==> src/rtl/bsg_fifos_to_axil.sv <==
`default_nettype none
// +--------------------------------------------------------------------------+
// | bsg_fifos_to_axil: AXI-Lite initiator, one outstanding command->response |
// | Optional watchdog: define BSG_FIFOS_TO_AXIL_TIMEOUT_EN                   |
// | Revision: 1.0                                                            |
// +--------------------------------------------------------------------------+
module bsg_fifos_to_axil #(
    parameter int timeout_p     = 1024,
    parameter int count_width_p = 16
) (
    input  logic                     clk_i,
    input  logic                     reset_n_i,

    input  logic                     cmd_v_i,
    input  logic                     cmd_write_i,
    input  logic [31:0]              cmd_addr_i,
    input  logic [31:0]              cmd_data_i,
    input  logic [3:0]               cmd_strb_i,
    output logic                     cmd_ready_o,

    output logic                     resp_v_o,
    output logic                     resp_write_o,
    output logic [31:0]              resp_data_o,
    output logic [1:0]               resp_err_o,
    input  logic                     resp_ready_i,

    // mosi {awaddr,awprot,awvalid,wdata,wstrb,wvalid,bready,araddr,arprot,arvalid,rready}
    output logic [110:0]             m_axil_bus_o,
    // miso {awready,wready,bresp,bvalid,arready,rdata,rresp,rvalid}
    input  logic [40:0]              m_axil_bus_i,

    output logic [count_width_p-1:0] wr_count_o,
    output logic [count_width_p-1:0] rd_count_o,
    output logic                     timeout_o
);

    typedef enum logic [2:0] {
        IDLE    = 3'd0,
        WR_REQ  = 3'd1,
        WR_RESP = 3'd2,
        RD_REQ  = 3'd3,
        RD_RESP = 3'd4,
        DONE    = 3'd5
    } state_t;

    state_t r_state;
    state_t w_state_next;

    logic        w_awready, w_wready, w_bvalid, w_arready, w_rvalid;
    logic [1:0]  w_bresp, w_rresp;
    logic [31:0] w_rdata;

    assign {w_awready, w_wready, w_bresp, w_bvalid,
            w_arready, w_rdata, w_rresp, w_rvalid} = m_axil_bus_i;

    logic                     w_awvalid, w_wvalid, w_bready, w_arvalid, w_rready;
    logic [31:0]              r_addr, r_wdata, r_resp_data;
    logic [3:0]               r_wstrb;
    logic                     r_write, r_aw_done, r_w_done;
    logic [1:0]               r_resp_err;
    logic [count_width_p-1:0] r_wr_count, r_rd_count;

    logic w_accept, w_aw_hs, w_w_hs, w_b_hs, w_ar_hs, w_r_hs;

    assign cmd_ready_o = (r_state == IDLE) && reset_n_i;
    assign w_accept    = cmd_v_i && cmd_ready_o;
    assign w_aw_hs     = w_awvalid && w_awready;
    assign w_w_hs      = w_wvalid  && w_wready;
    assign w_b_hs      = w_bready  && w_bvalid;
    assign w_ar_hs     = w_arvalid && w_arready;
    assign w_r_hs      = w_rready  && w_rvalid;

    always_ff @(posedge clk_i or negedge reset_n_i) begin
        if (!reset_n_i) r_state <= IDLE;
        else            r_state <= w_state_next;
    end

    always_comb begin
        w_state_next = r_state;
        w_awvalid    = 1'b0;
        w_wvalid     = 1'b0;
        w_bready     = 1'b0;
        w_arvalid    = 1'b0;
        w_rready     = 1'b0;
        unique case (r_state)
            IDLE: begin
                if (w_accept) w_state_next = cmd_write_i ? WR_REQ : RD_REQ;
            end
            WR_REQ: begin
                // aw and w channels complete independently; never re-raise a finished one
                w_awvalid = !r_aw_done;
                w_wvalid  = !r_w_done;
                if ((r_aw_done || (!r_aw_done && w_awready)) &&
                    (r_w_done  || (!r_w_done  && w_wready)))
                    w_state_next = WR_RESP;
            end
            WR_RESP: begin
                w_bready = 1'b1;
                if (w_bvalid) w_state_next = DONE;
            end
            RD_REQ: begin
                w_arvalid = 1'b1;
                if (w_arready) w_state_next = RD_RESP;
            end
            RD_RESP: begin
                w_rready = 1'b1;
                if (w_rvalid) w_state_next = DONE;
            end
            DONE: begin
                if (resp_ready_i) w_state_next = IDLE;
            end
            default: w_state_next = IDLE;
        endcase
    end

    always_ff @(posedge clk_i or negedge reset_n_i) begin
        if (!reset_n_i) begin
            r_addr      <= '0;
            r_wdata     <= '0;
            r_wstrb     <= '0;
            r_write     <= 1'b0;
            r_aw_done   <= 1'b0;
            r_w_done    <= 1'b0;
            r_resp_data <= '0;
            r_resp_err  <= '0;
            r_wr_count  <= '0;
            r_rd_count  <= '0;
        end else begin
            if (w_accept) begin
                r_addr    <= cmd_addr_i;
                r_wdata   <= cmd_data_i;
                r_wstrb   <= cmd_strb_i;
                r_write   <= cmd_write_i;
                r_aw_done <= 1'b0;
                r_w_done  <= 1'b0;
            end
            if (w_aw_hs) r_aw_done <= 1'b1;
            if (w_w_hs)  r_w_done  <= 1'b1;
            if (w_b_hs) begin
                r_resp_data <= '0;
                r_resp_err  <= w_bresp;
                r_wr_count  <= r_wr_count + count_width_p'(1);
            end
            if (w_r_hs) begin
                r_resp_data <= w_rdata;
                r_resp_err  <= w_rresp;
                r_rd_count  <= r_rd_count + count_width_p'(1);
            end
        end
    end

    assign resp_v_o     = (r_state == DONE);
    assign resp_write_o = r_write;
    assign resp_data_o  = r_resp_data;
    assign resp_err_o   = r_resp_err;
    assign wr_count_o   = r_wr_count;
    assign rd_count_o   = r_rd_count;

    assign m_axil_bus_o = {r_addr, 3'b000, w_awvalid, r_wdata, r_wstrb, w_wvalid, w_bready,
                           r_addr, 3'b000, w_arvalid, w_rready};

`ifdef BSG_FIFOS_TO_AXIL_TIMEOUT_EN
    localparam int c_to_width = $clog2(timeout_p + 1);
    localparam logic [c_to_width-1:0] c_to_limit = c_to_width'(timeout_p);
    localparam logic [c_to_width-1:0] c_to_last  = c_to_width'(timeout_p - 1);

    logic [c_to_width-1:0] r_to_cnt;
    logic                  r_timeout;
    logic                  w_busy_cur, w_busy_next, w_to_clear;

    assign w_busy_cur  = (r_state != IDLE) && (r_state != DONE);
    assign w_busy_next = (w_state_next != IDLE) && (w_state_next != DONE);
    assign w_to_clear  = (w_busy_next && (w_state_next != r_state)) ||
                         w_aw_hs || w_w_hs || w_b_hs || w_ar_hs || w_r_hs;

    // Counter saturates at the limit so the flag edge is seen exactly once
    always_ff @(posedge clk_i or negedge reset_n_i) begin
        if (!reset_n_i) begin
            r_to_cnt  <= '0;
            r_timeout <= 1'b0;
        end else if (w_to_clear) begin
            r_to_cnt <= '0;
        end else if (w_busy_cur && (r_to_cnt != c_to_limit)) begin
            r_to_cnt <= r_to_cnt + c_to_width'(1);
            if (r_to_cnt == c_to_last) r_timeout <= 1'b1;
        end
    end

    assign timeout_o = r_timeout;
`else
    logic w_unused_timeout;
    assign w_unused_timeout = (timeout_p != 0);
    assign timeout_o        = 1'b0;
`endif

endmodule
`default_nettype wire

==> config.mk <==
export PLATFORM = sky130hd
export DESIGN_NAME = bsg_fifos_to_axil
export DESIGN_NICKNAME = d
export VERILOG_FILES = /design/src/rtl/bsg_fifos_to_axil.sv
export SDC_FILE = /design/constraint.sdc
export NUM_CORES = 1
export LEC_CHECK = 0
export CAP_MARGIN = 20
export CORE_ASPECT_RATIO = 1.1
export CORE_MARGIN = 4
export CORE_UTILIZATION = 39
export CTS_BUF_LIST = sky130_fd_sc_hd__clkbuf_2 sky130_fd_sc_hd__clkbuf_4 sky130_fd_sc_hd__clkbuf_8
export DETAILED_ROUTE_END_ITERATION = 16
export PLACE_DENSITY_LB_ADDON = 0.05
export SLEW_MARGIN = 20
export SYNTH_ARGS = -nofsm -noshare
export SYNTH_HDL_FRONTEND = slang
export SYNTH_SLANG_ARGS = --single-unit
==> constraint.sdc <==
create_clock -name clk_i -period 1.9 [get_ports clk_i]
set_input_delay 0.38 -clock clk_i [delete_from_list [all_inputs] [get_ports clk_i]]
set_output_delay 0.38 -clock clk_i [all_outputs]
set_load 0.02 [all_outputs]
* Yosys cells after proc, flatten, opt, wreduce, memory -nomap -nowiden
Index checks and enable logic that the tools add are counted.
Cells by class: $add $sub $neg 2, eq/ne operators 11, muxes and demuxes 20, reductions and logical operators 18
Operators with widths (number):
- 32-bit 2-to-1 mux | 2
- 16-bit by 1-bit adder with 16-bit output (second input constant) | 2
- 3-bit 2-to-1 mux | 6
- 3-bit one-hot mux with 6 select lines | 1
- 2-bit != test (second input constant) | 5
- 1-bit logical AND | 9
- 1-bit 2-to-1 mux | 8
- 3-bit by 2-bit == test with 1-bit output (second input constant) | 2
- 3-bit == test (second input constant) | 2
- 2-bit 2-to-1 mux | 3
- 6-bit AND reduction | 1
- 2-bit nonzero test | 3
- 3-bit by 1-bit == test with 1-bit output (second input constant) | 1
- 3-bit zero test | 1
- 1-bit zero test | 2
- 1-bit logical OR | 2
- 2-bit by 1-bit != test with 1-bit output (second input constant) | 1
Word-level totals: register bits 140, bits of input ports 114, output and inout port bits 181, logic and storage cells 62

* Depth between registers and ports, before layout
Gate-level depths: netlist (run 1).
depth in word-level cells 6, mapped depth 7, mapped depth without buffers 5

* Worst setup path after synthesis (run 1)
Ideal clock, no wire load.
path type register -> register, start point register r_state[2], end point register r_addr[1], library setup time 0.125 ns, arrival time 1.505 ns, data required time 1.775 ns, slack 0.270 ns, cell stages (with the launch flop) 7, path buffers 3, period minus slack after synthesis 1.630 ns, cell sequence dfrtp_1 -> buf_6 -> nor3_2 -> and3_1 -> buf_2 -> buf_4 -> mux2_2
Between the ends: longest elaborated chain between the ends 3
Ends and longest elaborated chain:
- from (decl) | line 46 | state_t r_state;
- from (signal assigned) | line 75 | else r_state <= w_state_next;
- 3-bit zero test | line 65 | assign cmd_ready_o = (r_state == IDLE) && reset_n_i;
- 1-bit logical AND | line 65
- 1-bit logical AND | line 66 | assign w_accept = cmd_v_i && cmd_ready_o;
- to (signal assigned) | line 130 | r_addr <= cmd_addr_i;
- to (decl) | line 57 | logic [31:0] r_addr, r_wdata, r_resp_data;
No other way between the ends. A chain may end at the register's enable or synchronous reset.

* Worst setup path after layout (run 1)
start point register r_resp_data[11] (netlist: resp_data_o[11]), end point output port resp_data_o[11]
RTL lines:
- from (decl) | line 57
- from (signal assigned) | line 145 | r_resp_data <= w_rdata;
- to (decl) | line 23 | output logic [31:0] resp_data_o,
No word-level cell between the ends.

==> reports/results.tsv, run 1 <==
stage	metric	value	unit
status	outcome	complete, no violations	
timing	Hold WS	0.4796	ns
cells_and_area	design area	9324	sq um
synth	Cell Area, Synth	5952	sq um
synth	YS warnings	0	
synth	post-synthesis register bit count	140	
critical_path	Crit path largest cell delay	0.64	ns
timing	Fin. Hold Viols	0	
critical_path	slowest CP cell	clkdlybuf4s50_1	
pwr	Pwr per Cell Area	1524	nW/um^2
floorplan	Die W	125.8	um
cells_and_area	commonest non-fill, non-tap cell in the layout	clkdlybuf4s50_1	
timing	Worst-Margin Slew	0.6948	ns
cells_and_area	fin util	0.6218	
detailed_routing	detailed-route DRC error count	0	
clock_network	CTS H-Tree Depth	4	
min_path	Worst Hold Class	reg -> reg	
placed_design	Setup WS pre-CTS	-0.4292	ns
critical_path	critical path depth in cells	1	
critical_path	Worst Setup Start Kind	flip-flop	
detailed_routing	final wirelength	15.62	mm
pwr	peak supply drop	726.4	uV
critical_path	crit path DAT	1.46	ns
synth	prevailing post-synth register cell	dfrtp_1	
min_path	hold path startpoint	wr_count_o[15]	
synth	Avg Cell Area, Syn	13.41	sq um
timing	Setup TNS	0	ns
critical_path	CP Data Required Time	1.52	ns
placed_design	DP Area	8857	sq um
min_path	hold path cells	1	
detailed_routing	vias per cell	4.717	
critical_path	CP Cell Sequence	clkdlybuf4s50_1	
detailed_routing	vias post-DR	4401	
timing	post-route clock period utilization	0.9658	
detailed_routing	wire length per cell	16.74	um
pwr	LEAKAGE	4.287	nW
pwr	Power, Total	14.21	mW
cells_and_area	ratio of cells with drive above 1 in the final layout	0.1723	
clock_network	Worst-Skew Late Latency	0.43	ns
cells_and_area	layout net count	840	
placed_design	IO Port Bufs	287	
floorplan	Starting Density	0.3969	
cells_and_area	fill count	1234	
clock_network	Max Buffers Root-to-Sink	2	
global_route	global-route wire length before repair	24.18	mm
synth	library cells used by synthesis	37	
clock_network	clk sinks	140	
synth	sequential area share after synthesis	0.5886	
floorplan	die area	17300	sq um
critical_path	worst r2r src	r_state[2]	
critical_path	critical path's top delay family	buffers and inverters	
timing	Final WS setup	0.06493	ns
cells_and_area	P&R area growth vs syn	56.65	%
synth	Syn Inst Count	444	
timing	Max Freq	544.9	MHz
timing	RSZ-0062 raised after global routing	true	
global_route	Tot GR Track Use	0.1771	
synth	Post-synth EDFFs	0	
critical_path	capturing point of the worst reg2reg path	wr_count_o[6]	
critical_path	r2r worst-path depth	8	
critical_path	CP Buf/Inv Count	1	
detailed_routing	DRT antenna net count	0	
cells_and_area	most frequent cells in the layout	clkdlybuf4s50_1, dfrtp_1, mux2_2	
critical_path	Critical Path Fanout Max	2	
timing	clock skew	0.007357	ns
clock_network	clk root buf	clkbuf_8	
critical_path	flop2flop setup slack	0.08	ns
clock_network	CTS tree	yes	
global_route	Overflow after GRT	0	
timing	Final setup viols	0	
synth	Async SR Flop Fraction	1.000	
cells_and_area	final std cells w/o fill	933	
detailed_routing	DRC violation total after the first TritonRoute iteration	156	
timing	Pins Over Slew Limit	0	
global_route	initial antenna violation count	0	
placed_design	routability-driven placement congestion ratio	0.7830	
floorplan	Die Ht	137.6	um
clock_network	Num CTS Buffers	17	
cells_and_area	Antenna Cells	0	
global_route	largest net degree at the start of global routing	62	
detailed_routing	first drt pass iteration count	4	
placed_design	Placed Cells	894	
clock_network	CTS clk-pin slew, worst paths	0.07	ns
timing	max_slew headroom	0.5357	
job	max_cap viols	0	
min_path	Hold Path End	wr_count_o[15]	
critical_path	endpoint class of the critical path	primary output	
global_route	number of global-route vias before repair	4636	
floorplan	core region area	15000	sq um
floorplan	# IOs	295	
timing	Tmin final	1.835	ns
critical_path	crit path kind	reg -> out	
placed_design	post-detail-place hpwl	12.02	mm
floorplan	floorplan row count	47	
## report_power, final
part           internal [mW]  leakage [nW]  switching, mW  total, mW
sequential              4.08          1.77          0.753       4.83
combinational           3.62          2.31           3.33       6.95
clock                   1.34         0.207           1.10       2.43
## worst max path at each step
stage                    startpoint               to  slack (ns)
detailed placement  m_axil_bus_i[0]  resp_data_o[25]       -0.43
finish              resp_data_o[11]  resp_data_o[11]        0.06
floorplan                r_state[2]        r_addr[1]        0.27
global route             r_state[2]   wr_count_o[11]       -0.03
global placement    m_axil_bus_i[0]   resp_data_o[8]       -0.33
CTS                  rd_count_o[14]   rd_count_o[14]       0.003
## repair_timing
action	4_1_cts	5_1_grt
setup buffers	2	4
pin swaps	0	6
hold buffers	1	0
endpoints found under the hold margin	35	0
setup endpoints to repair	61	67
resized for setup	55	17
## registers in the layout, summed over array words and instances (netlist names), 2 cells and up
signal,flops
r_addr,32
r_state,3
r_wdata,32
r_wstrb,4
rd_count_o,16
resp_data_o,32
resp_err_o,2
wr_count_o,16
## synthesized netlist by cell type, types with 3 or more instances
master | number | area, sq um
and3_1 | 6 | 37.54
o21ai_0 | 6 | 30.03
inv_1 | 5 | 18.77
nand2_1 | 29 | 108.9
buf_4 | 53 | 397.9
nor2_1 | 12 | 45.04
mux2_2 | 39 | 439.2
nor4_4 | 4 | 85.08
nand3_1 | 12 | 60.06
nand4_1 | 4 | 25.02
xnor2_1 | 21 | 183.9
dfrtp_1 | 140 | 3503
buf_2 | 7 | 35.03
mux2_1 | 30 | 337.8
and2_1 | 3 | 18.77
xor2_1 | 9 | 78.83
mux2i_1 | 4 | 40.04
a22o_1 | 32 | 280.3
## cells by family after synthesis
logic type	synth area share
flops	0.5886
simple gates	0.08429
mux	0.1373
buf+inv	0.08093
compound gates	0.05991
xor+xnor	0.04415
fa+ha+maj	0.004204
other cells	0.0006300
## layout make-up
cell class / instances / area (sq um) / area share
Clock buffer: 22 / 302.8 / 0.03247
Multi-Input combinational cell: 241 / 2021 / 0.2167
Clock inverter: 10 / 111.4 / 0.01194
Sequential cell: 140 / 3507 / 0.3761
Inverter: 5 / 18.77 / 0.002013
Tap cell: 196 / 245.2 / 0.02630
Timing Repair Buffer: 319 / 3118 / 0.3344
## layer usage
metal | track usage | part of all wire
met4 | 0.06496 | 0.017
met1 | 0.2129 | 0.40
met5 | 0 | 0
met3 | 0.07096 | 0.094
met2 | 0.2901 | 0.48
(Power assumes the default switching activity.)
==> run 2, diff against run 1 <==
--- a/config.mk
+++ b/config.mk
@@ -12,6 +12,7 @@
 export CTS_BUF_LIST = sky130_fd_sc_hd__clkbuf_2 sky130_fd_sc_hd__clkbuf_4 sky130_fd_sc_hd__clkbuf_8
 export DETAILED_ROUTE_END_ITERATION = 16
 export PLACE_DENSITY_LB_ADDON = 0.05
+export REMOVE_ABC_BUFFERS = 1
 export SLEW_MARGIN = 20
 export SYNTH_ARGS = -nofsm -noshare
 export SYNTH_HDL_FRONTEND = slang
==> reports/results.tsv, run 2 (synthesis gave the netlist of run 1 again) <==
stage	metric	value	unit
timing	Max Freq	543.8	MHz
floorplan	core region area	15000	sq um
cells_and_area	ratio of cells with drive above 1 in the final layout	0.1719	
detailed_routing	wire length per cell	18.52	um
cells_and_area	final std cells w/o fill	929	
cells_and_area	Antenna Cells	0	
detailed_routing	DRC violation total after the first TritonRoute iteration	152	
timing	Pins Over Slew Limit	0	
global_route	number of global-route vias before repair	4798	
pwr	peak supply drop	979.1	uV
pwr	LEAKAGE	4.546	nW
critical_path	worst r2r src	r_state[1]	
floorplan	Die W	125.8	um
timing	Final setup viols	0	
cells_and_area	fill count	1227	
timing	max_slew headroom	0.5913	
cells_and_area	fin util	0.6317	
timing	Worst-Margin Slew	0.6130	ns
global_route	initial antenna violation count	0	
critical_path	Critical Path Fanout Max	3	
clock_network	clk root buf	clkbuf_8	
pwr	P_int	9.468	mW
clock_network	CTS clk-pin slew, worst paths	0.08	ns
cells_and_area	most frequent cells in the layout	clkdlybuf4s50_1, dfrtp_1, mux2_2	
cells_and_area	layout net count	836	
pwr	Clk pwr share	0.194	
floorplan	die area	17300	sq um
timing	RSZ-0062 raised after global routing	true	
placed_design	post-detail-place hpwl	12.93	mm
status	outcome	complete, no violations	
critical_path	Crit path largest cell delay	0.62	ns
floorplan	# IOs	295	
cells_and_area	P&R area growth vs syn	59.16	%
critical_path	endpoint class of the critical path	primary output	
detailed_routing	first drt pass iteration count	4	
critical_path	CP Data Required Time	1.52	ns
timing	clock skew	0.01100	ns
critical_path	crit path DAT	1.46	ns
placed_design	IO Port Bufs	287	
clock_network	Worst-Skew Late Latency	0.44	ns
clock_network	clk sinks	140	
critical_path	capturing point of the worst reg2reg path	r_wdata[14]	
pwr	NetSw	5.404	mW
floorplan	Die Ht	137.6	um
detailed_routing	DRT antenna net count	0	
pwr	Power, Total	14.87	mW
global_route	Overflow after GRT	0	
detailed_routing	vias post-DR	4469	
critical_path	critical path depth in cells	1	
global_route	met3 usage	0.07639	
critical_path	critical path's top delay family	buffers and inverters	
critical_path	Worst Setup Start Kind	flip-flop	
placed_design	routability-driven placement congestion ratio	0.7590	
global_route	met1 usage	0.2070	
critical_path	slowest CP cell	clkdlybuf4s50_1	
global_route	met2 Use GR	0.3534	
min_path	Worst Hold Class	in -> async	
critical_path	r2r worst-path depth	5	
critical_path	flop2flop setup slack	0.13	ns
pwr	Sequential Power Share	0.328	
critical_path	Setup crit start	r_addr[20]	
pwr	combinational power share	0.478	
placed_design	Placed Cells	894	
clock_network	hold_buf cts	0	
detailed_routing	final wirelength	17.21	mm
critical_path	CP Cell Sequence	clkdlybuf4s50_1	
global_route	Top Usage Layer GRT	met2	
pwr	switching share of total power	0.3634	
timing	Hold WS	0.04916	ns
floorplan	Starting Density	0.3969	
detailed_routing	detailed-route DRC error count	0	
timing	Tmin final	1.839	ns
floorplan	floorplan row count	47	
pwr	Pwr per Cell Area	1570	nW/um^2
critical_path	CP Buf/Inv Count	1	
clock_network	Num CTS Buffers	17	
global_route	global-route wire length before repair	25.83	mm
cells_and_area	commonest non-fill, non-tap cell in the layout	clkdlybuf4s50_1	
detailed_routing	vias per cell	4.811	
clock_network	CTS tree	yes	
global_route	Tot GR Track Use	0.1938	
critical_path	crit path kind	reg -> out	
job	max_cap viols	0	
clock_network	CTS H-Tree Depth	4	
global_route	largest net degree at the start of global routing	49	
timing	Fin. Hold Viols	0	
critical_path	crit path to	m_axil_bus_o[25]	
clock_network	Max Buffers Root-to-Sink	2	
timing	post-route clock period utilization	0.9678	
==> run 2: cell count changes in the layout (fill, tap and decap cells not counted), sizes merged <==
cell           delta
bufinv            +3
buf               -1
clkinv            -1
clkdlybuf4s15     -1
clkdlybuf4s50    -13
dlymetal6s2s     +17
dlygate4sd3       -1
clkinvlp          -1
dlygate4sd2       -4
inv               -1
clkbuf            -1
==> run 2: worst min-delay path by stage <==
stage / slack, ns / from / cells after the start / endpoint
5_1_grt: 0.07 / reset_n_i / 2 / resp_data_o[13]
2_1_floorplan: 0.08 / reset_n_i / 0 / r_addr[0]
3_3_place_gp: 0.46 / rd_count_o[15] / 1 / rd_count_o[15]
6_report: 0.05 / reset_n_i / 2 / resp_data_o[13]
3_5_place_dp: 0.47 / r_wdata[30] / 1 / r_wdata[30]
4_1_cts: 0.03 / reset_n_i / 2 / resp_data_o[13]
==> run 2: timing repair <==
item,in CTS,in global routing
setup endpoints to repair,25,33
pin swaps,0,3
setup buffers,1,2
gates resized for setup,51,38
endpoints found under the hold margin,0,0
==> run 2: final cells by class <==
class / count / area (sq um) / share of cell area
flip-flops and latches: 140 / 3507 / 0.3702
repair buffers: 315 / 3163 / 0.3339
multi-input cells: 241 / 2052 / 0.2166
clock buffers: 22 / 302.8 / 0.03196
well taps: 196 / 245.2 / 0.02589
clock inverters: 10 / 183.9 / 0.01942
inverters: 5 / 18.77 / 0.001981
==> run 2: per-stage QoR <==
step | setup WS [ns] | setup TNS, ns | instance area, sq um
6_report | 0.06123 | 0 | 9473
3_5_place_dp | -0.07464 | -0.3058 | 8895
2_1_floorplan | -1.137 | -116.32 | 5512
3_3_place_gp | -0.01817 | -0.04238 | 8895
5_1_grt | -0.009961 | -0.04351 | 9473
4_1_cts | 0.0009529 | 0 | 9358
==> run 2: per-layer routing <==
metal	vias up	part of all wire
li1	2042	-
met1	2243	0.36
met2	161	0.55
met3	23	0.074
met4	0	0.015
met5	-	0
==> run 2: power groups by stage <==
stage	combinational, mW	clock [mW]	sequential, mW
floorplan	1.49	0	6.54
global placement	7.08	0	4.84
detailed placement	7.15	0	4.89
CTS	7.13	2.96	4.88
global route	7.52	3.10	5.04
finish	7.11	2.88	4.88
==> run 3, diff against run 2 <==
--- a/config.mk
+++ b/config.mk
@@ -7,10 +7,10 @@
 export LEC_CHECK = 0
 export CAP_MARGIN = 20
 export CORE_ASPECT_RATIO = 1.1
-export CORE_MARGIN = 4
 export CORE_UTILIZATION = 39
 export CTS_BUF_LIST = sky130_fd_sc_hd__clkbuf_2 sky130_fd_sc_hd__clkbuf_4 sky130_fd_sc_hd__clkbuf_8
 export DETAILED_ROUTE_END_ITERATION = 16
+export GPL_TIMING_DRIVEN = 0
 export PLACE_DENSITY_LB_ADDON = 0.05
 export REMOVE_ABC_BUFFERS = 1
 export SLEW_MARGIN = 20
==> reports/results.tsv, run 3 (synthesis gave the netlist of run 1 again) <==
stage	metric	value	unit
clock_network	Num CTS Buffers	17	
clock_network	CTS clk-pin slew, worst paths	0.07	ns
placed_design	Setup WS pre-CTS	-0.8277	ns
timing	Final setup viols	0	
timing	Pins Over Slew Limit	0	
cells_and_area	fill count	1236	
global_route	Overflow after GRT	0	
cells_and_area	Antenna Cells	0	
pwr	Pwr per Cell Area	1542	nW/um^2
global_route	Tot GR Track Use	0.2163	
detailed_routing	DRC violation total after the first TritonRoute iteration	147	
cells_and_area	most frequent cells in the layout	clkdlybuf4s50_1, dfrtp_1, mux2_2	
floorplan	Starting Density	0.3969	
timing	max_slew headroom	0.6597	
floorplan	Die W	119.8	um
timing	RSZ-0062 raised after global routing	true	
global_route	largest net degree at the start of global routing	65	
timing	Worst-Margin Slew	0.5105	ns
critical_path	capturing point of the worst reg2reg path	r_addr[5]	
clock_network	clk root buf	clkbuf_8	
detailed_routing	vias post-DR	4440	
cells_and_area	P&R area growth vs syn	57.05	%
clock_network	Max Buffers Root-to-Sink	2	
placed_design	DP Area	8747	sq um
timing	Tmin final	1.886	ns
floorplan	Die Ht	131.6	um
placed_design	IO Port Bufs	287	
job	max_cap viols	0	
cells_and_area	ratio of cells with drive above 1 in the final layout	0.1630	
clock_network	CTS H-Tree Depth	4	
min_path	Worst Hold Class	in -> async	
detailed_routing	wire length per cell	17.88	um
detailed_routing	vias per cell	4.826	
critical_path	Worst Setup Start Kind	flip-flop	
placed_design	Placed Cells	874	
floorplan	# IOs	295	
timing	Final WS setup	0.01374	ns
critical_path	crit path kind	reg -> out	
status	outcome	complete, but fails checks	
critical_path	crit path DAT	1.51	ns
timing	clock skew	0.009453	ns
cells_and_area	final std cells w/o fill	920	
status	failing checks	hold timing	
critical_path	crit path to	cmd_ready_o	
global_route	number of global-route vias before repair	4722	
critical_path	endpoint class of the critical path	primary output	
detailed_routing	first drt pass iteration count	4	
cells_and_area	area taken by multi-input logic gates	2095	sq um
floorplan	floorplan row count	47	
timing	Max Freq	530.2	MHz
placed_design	routability-driven placement congestion ratio	0.7822	
critical_path	Critical Path Fanout Max	6	
detailed_routing	detailed-route DRC error count	0	
timing	Hold WS	-0.1430	ns
clock_network	clk sinks	140	
detailed_routing	final wirelength	16.45	mm
global_route	global-route wire length before repair	25.68	mm
clock_network	CTS tree	yes	
pwr	LEAKAGE	4.264	nW
floorplan	core region area	15000	sq um
placed_design	post-detail-place hpwl	11.55	mm
critical_path	Setup crit start	r_state[1]	
detailed_routing	DRT antenna net count	0	
critical_path	worst r2r src	r_state[1]	
pwr	peak supply drop	946.0	uV
cells_and_area	design area	9348	sq um
critical_path	r2r worst-path depth	4	
floorplan	die area	15760	sq um
clock_network	Worst-Skew Late Latency	0.44	ns
critical_path	CP Data Required Time	1.52	ns
cells_and_area	register area	3507	sq um
timing	post-route clock period utilization	0.9928	
cells_and_area	commonest non-fill, non-tap cell in the layout	clkdlybuf4s50_1	
global_route	initial antenna violation count	0	
timing	Fin. Hold Viols	62	
cells_and_area	layout net count	829	
critical_path	flop2flop setup slack	0.08	ns
-- run 3: cell types whose count changed in the layout (fill, tap and decap cells not counted), moves of 3 or more --
cell             delta
clkdlybuf4s50_1    +21
dlymetal6s2s_1     -16
buf_4              -12
dlygate4sd2_1       -5
buf_12              -3
bufinv_16           -3
-- run 3: metal layers --
metal	global-route usage	vias to the layer above	wire, um
met5	0	-	0
met4	0.1090	0	545
met3	0.06510	34	1155
met2	0.3767	167	8622
met1	0.2359	2217	6130
li1	-	2022	-
-- run 3: report_power, final --
group          internal (mW)  total, mW  switching (mW)
combinational           3.67       7.09            3.43
clock                   1.35       2.45            1.10
sequential              4.08       4.87           0.791
total                   9.09       14.4            5.32
-- run 3: cell type report --
| class | instances | area share |
|---|---|---|
| tap | 196 | 0.02623 |
| sequential | 140 | 0.3752 |
| clock inverter | 6 | 0.009102 |
| inverter | 5 | 0.002008 |
| timing repair buffer | 306 | 0.3294 |
| clock buffer | 24 | 0.03400 |
| multi-input combinational | 243 | 0.2241 |
-- run 3: worst min path at each step --
| stage | cells after the start | slack [ns] | start | end |
|---|---|---|---|---|
| finish | 1 | -0.14 | reset_n_i | wr_count_o[6] |
| global route | 1 | -0.11 | reset_n_i | wr_count_o[8] |
| CTS | 1 | -0.14 | reset_n_i | wr_count_o[6] |
| detailed placement | 1 | 0.35 | reset_n_i | wr_count_o[6] |
| global placement | 1 | 0.46 | rd_count_o[15] | rd_count_o[15] |
| floorplan | 0 | 0.08 | reset_n_i | r_addr[0] |
-- run 3: stage by stage --
step	utilization	setup TNS (ns)	total power [mW]
6_report	0.6234	0	14.41
5_1_grt	0.6234	-0.09644	15.13
4_1_cts	0.6169	-2.121	14.43
3_5_place_dp	0.5833	-68.41	11.79
3_3_place_gp	0.5755	-1383.14	11.61
2_1_floorplan	-	-116.32	8.028
-- run 3: what timing repair did --
| action | in CTS | in global routing |
|---|---|---|
| resized for setup | 49 | 19 |
| endpoints found under the hold margin | 62 | 62 |
| endpoints found under the setup margin | 143 | 67 |
| setup buffers | 8 | 5 |
| gates cloned | 2 | 1 |
| pin swaps | 4 | 2 |
-- run 3: worst max-delay path: stages (launching register included) --
cell	delay, ns
dfrtp_2	0.46
nor3_4	0.30
and2_4	0.19
buf_6	0.11
